### src/rtl/mult_arbiter.sv
// mult_arbiter: round-robin arbiter sharing one init/done multiplier core with watchdog abort
module mult_arbiter #(
  parameter int NREQ = 4,
  parameter int IDW = 2,
  parameter int INIT_CYCLES = 2,
  parameter int TIMEOUT = 64
) (
  input  logic               clk,
  input  logic               reset,
  input  logic [NREQ-1:0]    req_valid,
  output logic [NREQ-1:0]    req_ready,
  input  logic [16*NREQ-1:0] req_op_a,
  input  logic [16*NREQ-1:0] req_op_b,
  output logic               resp_valid,
  output logic [IDW-1:0]     resp_id,
  output logic [31:0]        resp_result,
  output logic               resp_err,
  output logic               busy,
  output logic               mult_reset,
  output logic               mult_init,
  output logic [15:0]        mult_op_A,
  output logic [15:0]        mult_op_B,
  input  logic [31:0]        mult_result,
  input  logic               mult_done
);
  localparam int CW = $clog2(TIMEOUT + INIT_CYCLES + 1);
  typedef enum logic [2:0] {IDLE, LAUNCH, WAIT, RESP, ABORT} state_t;
  state_t state, nxt;
  logic [IDW-1:0] last, win, id;
  logic [CW-1:0] cnt;
  logic [15:0] sel_a, sel_b;
  logic done_q, rise, grant;
  assign rise = mult_done & ~done_q;
  assign grant = state == IDLE && |req_valid;
  assign busy = state != IDLE;
  assign mult_init = state == LAUNCH;
  assign resp_valid = state == RESP || state == ABORT;
  assign resp_err = state == ABORT;
  assign resp_id = id;
  assign mult_reset = reset | (state == ABORT);
  always_comb begin
    win = '0;
    sel_a = '0;
    sel_b = '0;
    for (int k = NREQ - 1; k >= 0; k--) if (req_valid[k]) win = IDW'(k);
    for (int k = NREQ - 1; k >= 0; k--) if (req_valid[k] && k > int'(last)) win = IDW'(k);
    for (int k = 0; k < NREQ; k++) if (win == IDW'(k)) begin
      sel_a = req_op_a[16*k +: 16];
      sel_b = req_op_b[16*k +: 16];
    end
  end
  always_comb begin
    nxt = state;
    case (state)
      IDLE:    nxt = grant ? LAUNCH : IDLE;
      LAUNCH:  nxt = cnt == CW'(INIT_CYCLES - 1) ? WAIT : LAUNCH;
      WAIT:    nxt = rise ? RESP : cnt == CW'(TIMEOUT - 1) ? ABORT : WAIT;
      default: nxt = IDLE;
    endcase
  end
  always_ff @(posedge clk) begin
    if (reset) begin
      state <= IDLE;
      last <= IDW'(NREQ - 1);
      id <= '0;
      req_ready <= '0;
      resp_result <= '0;
      mult_op_A <= '0;
      mult_op_B <= '0;
      cnt <= '0;
      done_q <= 1'b0;
    end else begin
      state <= nxt;
      done_q <= mult_done;
      req_ready <= grant ? NREQ'(1) << win : '0;
      cnt <= nxt != state ? '0 : cnt + CW'(1);
      if (grant) begin
        id <= win;
        last <= win;
        mult_op_A <= sel_a;
        mult_op_B <= sel_b;
      end
      if (nxt == RESP) resp_result <= mult_result;
      else if (nxt == ABORT) resp_result <= '0;
    end
  end
endmodule

### config.mk
export PLATFORM = sky130hd
export DESIGN_NAME = mult_arbiter
export DESIGN_NICKNAME = d
export VERILOG_FILES = /design/src/rtl/mult_arbiter.sv
export SDC_FILE = /design/constraint.sdc
export NUM_CORES = 1
export LEC_CHECK = 0
export ABC_CLOCK_PERIOD_IN_PS = 2100
export BUFFER_PORTS_ARGS = -buffer_cell sky130_fd_sc_hd__buf_2
export CAP_MARGIN = 5
export CORE_MARGIN = 2
export CORE_UTILIZATION = 44
export DETAILED_ROUTE_END_ITERATION = 16
export PLACE_DENSITY = 0.81
export SYNTH_ARGS = -nofsm -noshare
export SYNTH_HDL_FRONTEND = slang
export SYNTH_SLANG_ARGS = --single-unit
export TNS_END_PERCENT = 10
### constraint.sdc
create_clock -name clk -period 2.1 [get_ports clk]
set_input_delay 0.42 -clock clk [delete_from_list [all_inputs] [get_ports clk]]
set_output_delay 0.42 -clock clk [all_outputs]
set_load 0.02 [all_outputs]
**Yosys cells after proc, flatten, opt, wreduce, memory -nomap -nowiden**

Index checks and enable logic that the tools add are counted.

- Eq/ne operators: 12
- Order comparisons: 3
- Bitwise logic cells: 4
- Multiplexer cells: 22
- Reduce and logical (&&, ||, !) cells: 12
- Add/sub/neg operators: 1
- Shifts and indexed selects: 1

Operator list:

| operator | count |
|---|---|
| two-way mux 16 bit | 8 |
| two-way mux 32 bit | 2 |
| two-way mux 2 bit | 8 |
| equality test 3 x 2 -> 1 bit, second input constant | 3 |
| case mux 3 bit (3 select lines) | 1 |
| adder 7 x 1 -> 7 bit, second input constant | 1 |
| equality test 7 x 1 -> 1 bit, second input constant | 1 |
| equality test 7 x 6 -> 1 bit, second input constant | 1 |
| equality test 3 bit, second input constant | 2 |
| two-way mux 3 bit | 2 |
| equality test 2 bit, second input constant | 2 |
| > comparator 2 bit, first input constant | 2 |
| logical AND 1 bit | 4 |
| OR reduction 2 bit | 2 |
| OR reduction 4 bit | 1 |
| << shifter 1 x 2 -> 4 bit, first input constant | 1 |
| equality test 3 x 1 -> 1 bit, second input constant | 1 |
| zero test 3 bit | 1 |
| != test 3 bit | 1 |
| nonzero test 3 bit | 1 |
| equality test 2 x 1 -> 1 bit, second input constant | 1 |
| > comparator 1 x 2 -> 1 bit, first input constant | 1 |
| zero test 2 bit | 1 |
| inverter 1 bit | 2 |
| 5 further kinds | 5 |

- Input bits: 167
- Register bits: 83
- Output and inout port bits: 75
- Logic and storage cells: 64

**Logic depth before layout (Yosys ltp)**

Gate-level depths: netlist of run 1.

- Depth in word-level cells: 12
- Depth in mapped cells: 8
- Depth with buffers taken out: 7

**Worst setup path after synthesis of run 1**

No wires, ideal clock.

- Path type: register to output
- From: register state[2]
- To: output resp_valid
- Cell stages (with the launch flop): 3
- Arrival: 1.325 ns
- Data required time: 1.680 ns
- Path buffers: 0
- Slack: 0.355 ns
- Cells stage by stage: dfxtp_1 nor3b_1 nand2b_1

- Longest elaborated chain between the ends: 2
- Elaborated cells on any way between the ends: 3
- Those cells by class: eq/ne (2); reduce/logical (1)

RTL lines:

| element | line | RTL |
|---|---|---|
| start, declared | 28 | `state_t state, nxt;` |
| start signal, assigned | 73 | `state <= nxt;` |
| equality test 3 bit | -- |  |
| named net resp_err | 17 | `output logic resp_err,` |
| logical OR 1 bit | 37 | `assign resp_valid = state == RESP \|\| state == ABORT;` |
| end, declared | 14 | `output logic resp_valid,` |

The timed path passes the listed nets, and every way through them passes these cells.

**Worst setup path in the final report of run 1**

- From: register state[1]
- To: register mult_op_B[5]

- Longest elaborated chain between the ends: 2

RTL lines:

| element | line | RTL |
|---|---|---|
| zero test 3 bit | 34 | `assign grant = state == IDLE && \|req_valid;` |
| logical AND 1 bit | 34 |  |
| end signal, assigned | 81 | `mult_op_B <= sel_b;` |
| end, declared | 22 | `output logic [15:0] mult_op_B,` |

No other way between the ends.
A chain may end at the register's enable or synchronous reset.

==> results of run 1 <==
## final cells by class
cell class,instances,area (um2)
inverter,16,60.1
antenna,1,2.50
clock buffer,9,124
timing repair buffer,267,1440
sequential,83,1660
tap,111,139
clock inverter,7,106
fill,832,3440
multi-input combinational,329,2180
## critical path, cell delays in order (launching register included)
cell and delay [ns]:
dfxtp_1 0.32, or3_4 0.40, or2_2 0.34, buf_4 0.19, nor2_8 0.27, o221ai_1 0.20
o21ai_0 0.18
## cells by family after synthesis
family / Yosys count / synth area share (%)
simple gates: 139 / 17.0
buf+inv: 56 / 6.80
xor+xnor: 4 / 0.854
flops: 83 / 40.5
mux: 2 / 0.488
compound gates: 182 / 33.8
fa+ha+maj: 2 / 0.610
## cells in the mapped netlist, drive strengths merged, types with 3 or more instances
cell type and instances:
a211oi 15, a21oi 20, a22oi 45, a2bb2oi 3
a31oi 14, and2 4, and3 16, buf 24
clkbuf 16, dfxtp 83, inv 16, nand2 24
nand2b 3, nand3 6, nand3b 3, nor2 56
nor2b 5, nor3 7, nor3b 3, o211ai 14
o21a 3, o21ai 23, o221ai 15, o31ai 14
or2 5
## sequential cells by signal, indices dropped and copies added (netlist names)
register and cells:
done_q 1, last 2, mult_op_A 16, resp_result 32
cnt 7, req_ready 4, mult_op_B 16, resp_id 2
state 3
## metrics by stage
stage               cells  hold WS (ns)
floorplan             468         0.430
finish                823         0.294
CTS                   822         0.278
global placement      806         0.429
global route          823         0.284
detailed placement    806         0.438
## report_power, final
part / internal [mW] / total, mW / switching (mW) / leakage [nW]
logic: 0.555 / 1.35 / 0.791 / 1.84
registers: 1.71 / 1.80 / 0.0882 / 0.679
clock network: 0.693 / 1.34 / 0.643 / 0.117
total: 2.96 / 4.48 / 1.52 / 2.63
## path summary, 6_finish.rpt
check	slack (ns)	end	cells after the start
worst min-delay path	0.29	done_q	2
worst max-delay path	0.14	mult_op_B[5]	6
worst max register to register	0.14	mult_op_B[5]	6
worst min register to register	0.45	mult_op_A[10]	2
## timing repair
| item | CTS | global route |
|---|---|---|
| resized for setup | 0 | 3 |
| endpoints found under the setup margin | 0 | 14 |
| setup buffers | 0 | 0 |
## per-layer routing
metal  up-vias  wire length (um)
met5         -                 0
met4         0               293
met3        24              1070
met2       206              6570
met1      2164              5260
li1       2227                 -
==> impl_results.md, run 1 <==
* Status: finished, final reports clean
* Top Usage Layer GRT: met2
* DP Area at 5470 um2
* Synth unique cells at 61
* Syn-to-layout area delta at 39.1%
* Min Tclk post-route at 1.96 ns
* Met3 Usage GRT at 5.41%
* Clock transition at path regs at 0.09 ns
* RSZ-0062 raised after global routing: yes
* Placement Setup Slack at 0.0807 ns
* CP endpoint kind: register
* PortBufs at 241
* Drt first pass iters at 4
* Vias in the first global route at 4306
* PD cells at 785 nW/um2
* Syn. warnings at 0
* Design area at 5710 um2
* DP HPWL at 10100 um
* Clock Tree Buf Depth at 2
* DRC viols at 0
* Setup ws final at 0.136 ns
* Peak supply drop at 0.377 mV
* Die width at 101 um
* Max Fanout on Critical Path at 18
* IO Pins at 242
* Die area at 10100 um2
* GP Congestion at 0.842
* Synth top area share at 40.5%
* Routed vias/inst at 5.61
* CTS tree: built
* Post-synth net total at 637
* P_leak at 2.63 nW
* Measured slew at the worst slew-check pin at 0.535 ns
* Worst Hold Launch: mult_done
* CTS root buffer: clkbuf_8
* Clock sinks at 83
* Design Power at 4.48 mW
* Max Transition Viols Final at 0
* Critical path launch point: state[1]
* Critical Path AT at 2.25 ns
* Starting DRC count in detailed routing at 231
* HP Class: input pin to register
* Met1 Track Usage GR at 30.5%
* Largest net degree at the start of global routing at 31
* Endpoints failing setup at 0
* Sequential fraction of the synthesis area at 40.5%
* Share of cells above drive strength 1 at 45.0%
* Global route total overflow at 0
* Core area at 9150 um2
* Final nets at 875
* M2 GR Usage at 42.8%
* Number of max-cap violations at 0
* Most frequent cells in the layout: buf_2, dfxtp_1, nor2_1
* Asr flop ratio synth at 0%
* Num rows at 35
* Overall routing resource usage at 25.1%
* Mapped Avg Cell Area at 8.77 um2
* Post-route ant nets at 0
* Die height at 101 um
* Hold buffer count at CTS at 0
* Leading area contributor after synthesis: dfxtp_1
* First-pass GRT wire length at 20300 um
* Crit Path Category: register to register
* Setup_tns at 0 ns
* Final period utilization at 93.5%
* Worst-skew pair later-pin latency at 0.36 ns
* Total CTS buffers at 9
* Synth top area cells: dfxtp_1, a22oi_1, nor2_1, o221ai_2, a211oi_1
* CTS HTree Levels at 3
* Final Skew at 0.0110 ns
* Antenna violations before repair at 1
* CP startpoint kind: register
* Post-layout util at 62.4%
* Max Fclk at 509 MHz
* DR WL/cell at 16.0 um
* Initial core utilization at 44.8%
* Seq cells post-synth at 83
* Ys flop type: dfxtp_1
* Total Wirelength at 13200 um
* Most common cell after layout, fill and taps aside: buf_2
* CP Data Required Time at 2.39 ns
* Mapped cell area at 4100 um2
* Number of flops mapped to enable cells by yosys at 0
* Via Count at 4621
* Cell count after synthesis at 468
* R2R Path Start: state[1]
* Final Hold Viols at 0
* Worst rel slew slack at 64.4%
(Power assumes the default switching activity.)
==> run 2: changes to the inputs <==
- ABC_AREA: not set -> 1
==> impl_results.md, run 2 <==
* Most frequent cells in the layout: buf_2, nand2_1, dfxtp_1 (was buf_2, dfxtp_1, nor2_1)
* Worst-skew pair later-pin latency at 0.35 ns (was 0.36 ns)
* Global route total overflow at 0 (unchanged)
* Ys flop type: dfxtp_1 (unchanged)
* DRC viols at 0 (unchanged)
* Switching power at 1.56 mW (was 1.52 mW)
* Final period utilization at 85.4% (was 93.5%)
* Max Transition Viols Final at 0 (unchanged)
* Worst reg-to-reg setup slack at 0.38 ns (was 0.14 ns)
* Mapped Avg Cell Area at 6.72 um2 (was 8.77 um2)
* Post-CTS setup buffers at 0 (unchanged)
* Leading area contributor after synthesis: dfxtp_1 (unchanged)
* Num rows at 35 (unchanged)
* Setup_tns at 0 ns (unchanged)
* Final Hold Viols at 0 (unchanged)
* Die area at 10100 um2 (about the same)
* Sequential fraction of the synthesis area at 40.6% (was 40.5%)
* Starting DRC count in detailed routing at 166 (was 231)
* Post-route ant nets at 0 (unchanged)
* CP Data Required Time at 1.68 ns (was 2.39 ns)
* Number of flops mapped to enable cells by yosys at 0 (unchanged)
* Critical Path AT at 1.37 ns (was 2.25 ns)
* CTS HTree Levels at 3 (unchanged)
* P_leak at 2.70 nW (was 2.63 nW)
* Vias in the first global route at 4257 (was 4306)
* CP cell instances: nor2_1, inv_1, nor2_1, inv_1, nand2_1, buf_2 (was or3_4, or2_2, buf_4, nor2_8, o221ai_1, o21ai_0)
* Core area at 9150 um2 (unchanged)
* Design Power at 4.22 mW (was 4.48 mW)
* Die width at 100 um (was 101 um)
* Max Fanout on Critical Path at 5 (was 18)
* Post-synth net total at 778 (was 637)
* PD cells at 761 nW/um2 (was 785 nW/um2)
* RSZ-0062 raised after global routing: no (was yes)
* Total CTS buffers at 9 (unchanged)
* Asr flop ratio synth at 0% (unchanged)
* Synth unique cells at 28 (was 61)
* Mapped cell area at 4090 um2 (was 4100 um2)
* Top-count cell post-synth: nand2_1 (was dfxtp_1)
* GP Congestion at 0.868 (was 0.842)
* First-pass GRT wire length at 20400 um (was 20300 um)
* Top flop regs: resp_result: 32 flops, mult_op_A: 16 flops, mult_op_B: 16 flops (unchanged)
* Max Fclk at 558 MHz (was 509 MHz)
* Syn. warnings at 0 (unchanged)
* Reg with most FFs: resp_result (unchanged)
* Clock sinks at 83 (unchanged)
* Max FFs per register at 32 (unchanged)
* Hold buffer count at CTS at 0 (unchanged)
* Seq cells post-synth at 83 (unchanged)
* Share of cells above drive strength 1 at 35.1% (was 45.0%)
* Number of max-cap violations at 0 (unchanged)
* DR WL/cell at 14.0 um (was 16.0 um)
* Most common cell after layout, fill and taps aside: buf_2 (unchanged)
* Min Tclk post-route at 1.79 ns (was 1.96 ns)
* Clock Tree Buf Depth at 2 (unchanged)
* Cell count after synthesis at 609 (was 468)
* Synth top area share at 40.6% (was 40.5%)
* Post-CTS Resized at 0 (unchanged)
* Worst rel slew slack at 49.3% (was 64.4%)
* Clock network power share at 25.1% (was 29.8%)
* Crit Path Category: register to primary output (was register to register)
* Status: finished, final reports clean (unchanged)
* CTS root buffer: clkbuf_8 (unchanged)
* Peak supply drop at 0.384 mV (was 0.377 mV)
* Drt first pass iters at 4 (unchanged)
* Via Count at 4842 (was 4621)
* Worst Path Buf+Inv at 3 (was 1)
* Synth top area cells: dfxtp_1, nand2_1, a21oi_1, nand3_1, nor2_1 (was dfxtp_1, a22oi_1, nor2_1, o221ai_2, a211oi_1)
* Crit-path leading delay family: flip-flops (was simple AND/OR/NAND/NOR gates)
* Total Wirelength at 13300 um (was 13200 um)
* Switching portion of total power at 37.0% (was 33.9%)
* HP Class: input pin to register (unchanged)
* DP HPWL at 10000 um (was 10100 um)
* Largest net degree at the start of global routing at 69 (was 31)
* CP max stage cell: dfxtp_1 (was or3_4)
* Fin Hold WS at 0.307 ns (was 0.294 ns)
* CP startpoint kind: register (unchanged)
* Combinational share of power at 32.9% (was 30.0%)
* IO Pins at 242 (unchanged)
* Internal at 2.66 mW (was 2.96 mW)
* Overall routing resource usage at 25.6% (was 25.1%)
* Final nets at 1005 (was 875)
* Critical Path Max Stage Delay at 0.36 ns (was 0.40 ns)
* PortBufs at 241 (unchanged)
* Clock transition at path regs at 0.09 ns (about the same)
* Seq pwr share at 42.0% (was 40.2%)
* Initial core utilization at 44.7% (was 44.8%)
* CTS tree: built (unchanged)
* Antenna violations before repair at 3 (was 1)
* Die height at 100 um (was 101 um)
* Post-synth top cells: nand2_1, dfxtp_1, nor2_1 (was dfxtp_1, nor2_1, a22oi_1)
* Final Skew at 0.00897 ns (was 0.0110 ns)
* Measured slew at the worst slew-check pin at 0.761 ns (was 0.535 ns)
* Syn-to-layout area delta at 35.5% (was 39.1%)
* CP endpoint kind: primary output (was register)
* Routed vias/inst at 5.08 (was 5.61)
* Endpoints failing setup at 0 (unchanged)
[run 2: metrics by stage]
| step | worst slack (ns) | util [%] | std cells | instance area (um2) |
|---|---|---|---|---|
| final | 0.307 | 60.6 | 953 | 5540 |
| after global routing | 0.140 | 60.6 | 953 | 5540 |
| after CTS | 0.274 | 60.5 | 952 | 5540 |
| after detailed placement | 0.287 | 58.6 | 936 | 5370 |
| after global placement | 0.318 | 58.6 | 936 | 5370 |
| after floorplan | 0.544 | - | 609 | 4090 |
[run 2: layout make-up]
| cell class | count | area [um2] |
|---|---|---|
| inverter | 22 | 85.1 |
| timing repair buffer | 257 | 1340 |
| antenna | 1 | 2.50 |
| sequential | 83 | 1660 |
| clock buffer | 10 | 128 |
| fill | 915 | 3610 |
| multi-input combinational | 463 | 2140 |
| clock inverter | 6 | 48.8 |
| tap | 111 | 139 |
[run 2: kinds of logic (layout without fill, tap and decap cells)]
| kind of cell | count (synthesis) | in the layout | synth area share, % |
|---|---|---|---|
| AND/OR/NAND/NOR | 362 | 362 | 38.1 |
| AO/OA/AOI/OAI | 94 | 94 | 12.4 |
| flip-flops | 83 | 83 | 40.6 |
| buffers and inverters | 63 | 295 | 7.15 |
| XOR/XNOR | 5 | 5 | 1.07 |
| adder cells (fa/ha/maj) | 2 | 2 | 0.611 |
| other | 0 | 1 | 0 |
[run 2: final timing paths]
check                                startpoint              end  cells past startpoint
worst max-delay path                   state[0]       mult_reset                      6
worst min register to register  resp_result[30]  resp_result[30]                      2
worst min-delay path                  mult_done           done_q                      3
worst max register to register           cnt[0]   resp_result[9]                      9
[run 2: power by group through the flow]
stage	Combinational [mW]	Clock, mW	Sequential [mW]
5_1_grt	1.53	1.16	1.79
3_5_place_dp	1.39	0	1.81
4_1_cts	1.39	1.09	1.77
2_1_floorplan	0.776	0	1.95
6_report	1.39	1.06	1.77
3_3_place_gp	1.38	0	1.80
[run 2: layer usage]
metal / GRT usage, % / vias up / wire length, um
met3: 7.52 / 27 / 1290
met4: 9.27 / 4 / 327
met2: 43.6 / 226 / 6250
met5: 0 / - / 30
li1: - / 2460 / -
met1: 30.5 / 2125 / 5450
[run 2: worst register-to-register path: stages (launching register included)]
cell	delay, ns
dfxtp_1	0.39
ha_1	0.22
nand3_1	0.08
nor2_1	0.16
nand3b_1	0.12
nor2_1	0.16
nor2_2	0.04
buf_4	0.23
nand2_1	0.11
a21oi_1	0.06
==> run 3: changes to the inputs <==
- CORE_MARGIN: 2 -> 8
==> impl_results.md, run 3 (synthesis results as in run 2) <==
* IO Pins at 242 (unchanged)
* Number of max-cap violations at 0 (unchanged)
* CTS tree: built (unchanged)
* Max Transition Viols Final at 0 (unchanged)
* CP startpoint kind: register (unchanged)
* First-pass GRT wire length at 23800 um (was 20400 um)
* Worst Hold Launch: mult_done (unchanged)
* Largest net degree at the start of global routing at 69 (unchanged)
* Antenna violations before repair at 2 (was 3)
* Reg with most FFs: resp_result (unchanged)
* RSZ-0062 raised after global routing: no (unchanged)
* Final period utilization at 84.0% (was 85.4%)
* Hold buffer count at CTS at 0 (unchanged)
* Most common cell after layout, fill and taps aside: buf_2 (unchanged)
* FILL cells at 921 (was 915)
* Max Fanout on Critical Path at 29 (was 5)
* Drt first pass iters at 4 (unchanged)
* CTS root buffer: clkbuf_8 (unchanged)
* Hold path depth at 3 (unchanged)
* Worst Hold Path EP: done_q (unchanged)
* HP Class: input pin to register (unchanged)
* Die width at 112 um (was 100 um)
* Vias in the first global route at 4815 (was 4257)
* Post-route ant nets at 0 (unchanged)
* PD cells at 781 nW/um2 (was 761 nW/um2)
* Starting DRC count in detailed routing at 342 (was 166)
* P_leak at 2.74 nW (was 2.70 nW)
* Met1 Track Usage GR at 26.2% (was 30.5%)
* CTS HTree Levels at 3 (unchanged)
* Top Usage Layer GRT: met2 (unchanged)
* Total Wirelength at 14800 um (was 13300 um)
* Overall routing resource usage at 23.2% (was 25.6%)
* Routed vias/inst at 5.12 (was 5.08)
* PortBufs at 241 (unchanged)
* Top flop regs: resp_result: 32 flops, mult_op_A: 16 flops, mult_op_B: 16 flops (unchanged)
* Num rows at 35 (unchanged)
* GP Congestion at 0.890 (was 0.868)
* Critical Path AT at 1.96 ns (was 1.37 ns)
* Post-CTS Resized at 0 (unchanged)
* Share of cells above drive strength 1 at 35.3% (was 35.1%)
* Status: finished, final reports clean (unchanged)
* R2R Path Start: cnt[0] (unchanged)
* Setup_tns at 0 ns (unchanged)
* Die height at 112 um (was 100 um)
* Initial core utilization at 44.7% (unchanged)
* Endpoints failing setup at 0 (unchanged)
* Core area at 9150 um2 (unchanged)
* ANT cells at 0 (was 1)
* CP endpoint kind: register (was primary output)
* Clock sinks at 83 (unchanged)
* Worst reg-to-reg setup slack at 0.34 ns (was 0.38 ns)
* R2R cell count at 9 (unchanged)
* DR WL/cell at 15.6 um (was 14.0 um)
* Setup ws final at 0.336 ns (was 0.307 ns)
* Post-CTS setup buffers at 0 (unchanged)
* Total CTS buffers at 9 (unchanged)
* Met3 Usage GRT at 8.43% (was 7.52%)
* DP HPWL at 11600 um (was 10000 um)
* Final Skew at 0.0104 ns (was 0.00897 ns)
* Crit Path Category: register to register (was register to primary output)
* Clock Tree Buf Depth at 2 (unchanged)
* Worst rel slew slack at 49.0% (was 49.3%)
* DRC viols at 0 (unchanged)
* Global route total overflow at 0 (unchanged)
* Final Hold Viols at 0 (unchanged)
* Min Tclk post-route at 1.76 ns (was 1.79 ns)
* Via Count at 4879 (was 4842)
* Final nets at 1006 (was 1005)
* Die area at 12600 um2 (was 10100 um2)
* Max FFs per register at 32 (unchanged)
* CP Data Required Time at 2.30 ns (was 1.68 ns)
* M2 GR Usage at 39.3% (was 43.6%)
* Measured slew at the worst slew-check pin at 0.764 ns (was 0.761 ns)
* Peak supply drop at 0.433 mV (was 0.384 mV)
* Most frequent cells in the layout: buf_2, nand2_1, dfxtp_1 (unchanged)
* Syn-to-layout area delta at 37.0% (was 35.5%)
* Placement Setup Slack at 0.326 ns (was 0.287 ns)
* Clock transition at path regs at 0.09 ns (about the same)
* Worst-skew pair later-pin latency at 0.35 ns (about the same)
* Max Fclk at 567 MHz (was 558 MHz)
* Worst R2R End: resp_result[12] (was resp_result[9])
[run 3: changes by cell type in the layout (fill, tap and decap cells not counted)]
cell | previous run | this run
buf_12 | 1 | 3
diode_2 | 1 | 0
clkbuf_1 | 1 | 0
clkbuf_8 | 9 | 10
buf_4 | 15 | 14
clkinvlp_4 | 3 | 2
bufinv_16 | 0 | 1
[run 3: power breakdown]
part | total, mW | switching (mW) | internal [mW]
clock network | 1.21 | 0.614 | 0.593
registers | 1.77 | 0.0654 | 1.70
logic | 1.40 | 0.879 | 0.524
total | 4.38 | 1.56 | 2.82
[run 3: area by class of cell]
type                    instances  area [um2]  share of cell area, %
repair buffers                258        1370                   24.5
clock inverters                 6        71.3                   1.27
clock buffers                  10         138                   2.45
inverters                      22        85.1                   1.52
flip-flops and latches         83        1660                   29.6
multi-input cells             463        2140                   38.2
well taps                     111         139                   2.48
[run 3: worst max path at each step]
stage                            start               to  slack, ns  cells after the start
after floorplan               state[1]       mult_reset       0.54                      5
after global placement    req_valid[2]    mult_op_B[15]       0.35                     13
after detailed placement  req_valid[2]    mult_op_B[15]       0.33                     13
after CTS                     state[1]       mult_reset       0.30                      6
after global routing            cnt[0]  resp_result[12]       0.15                      9
final                           cnt[0]  resp_result[12]       0.34                      9
[run 3: worst max-delay path, cell delays in order, from the launching register on]
cell and delay (ns):
dfxtp_1 0.39, ha_1 0.22, nand3_1 0.09, nor2_1 0.17
nand3b_1 0.12, nor2_1 0.20, nor2_2 0.10, buf_12 0.17
nand2_1 0.07, a21oi_1 0.06
[run 3: layer usage]
metal | wire [um] | vias to the layer above
li1 | - | 2465
met1 | 6050 | 2166
met5 | 22 | -
met4 | 279 | 4
met2 | 7120 | 218
met3 | 1350 | 26
[run 3: metrics by stage]
| step | hold slack, ns | util, % | total power, mW | std cells | cell area [um2] |
|---|---|---|---|---|---|
| 3_3_place_gp | 0.445 | 59.0 | 3.20 | 937 | 5400 |
| 4_1_cts | 0.260 | 61.3 | 4.42 | 953 | 5610 |
| 6_report | 0.276 | 61.3 | 4.38 | 953 | 5610 |
| 5_1_grt | 0.291 | 61.3 | 4.66 | 953 | 5610 |
| 3_5_place_dp | 0.449 | 59.0 | 3.21 | 937 | 5400 |
| 2_1_floorplan | 0.433 | - | 2.72 | 609 | 4090 |
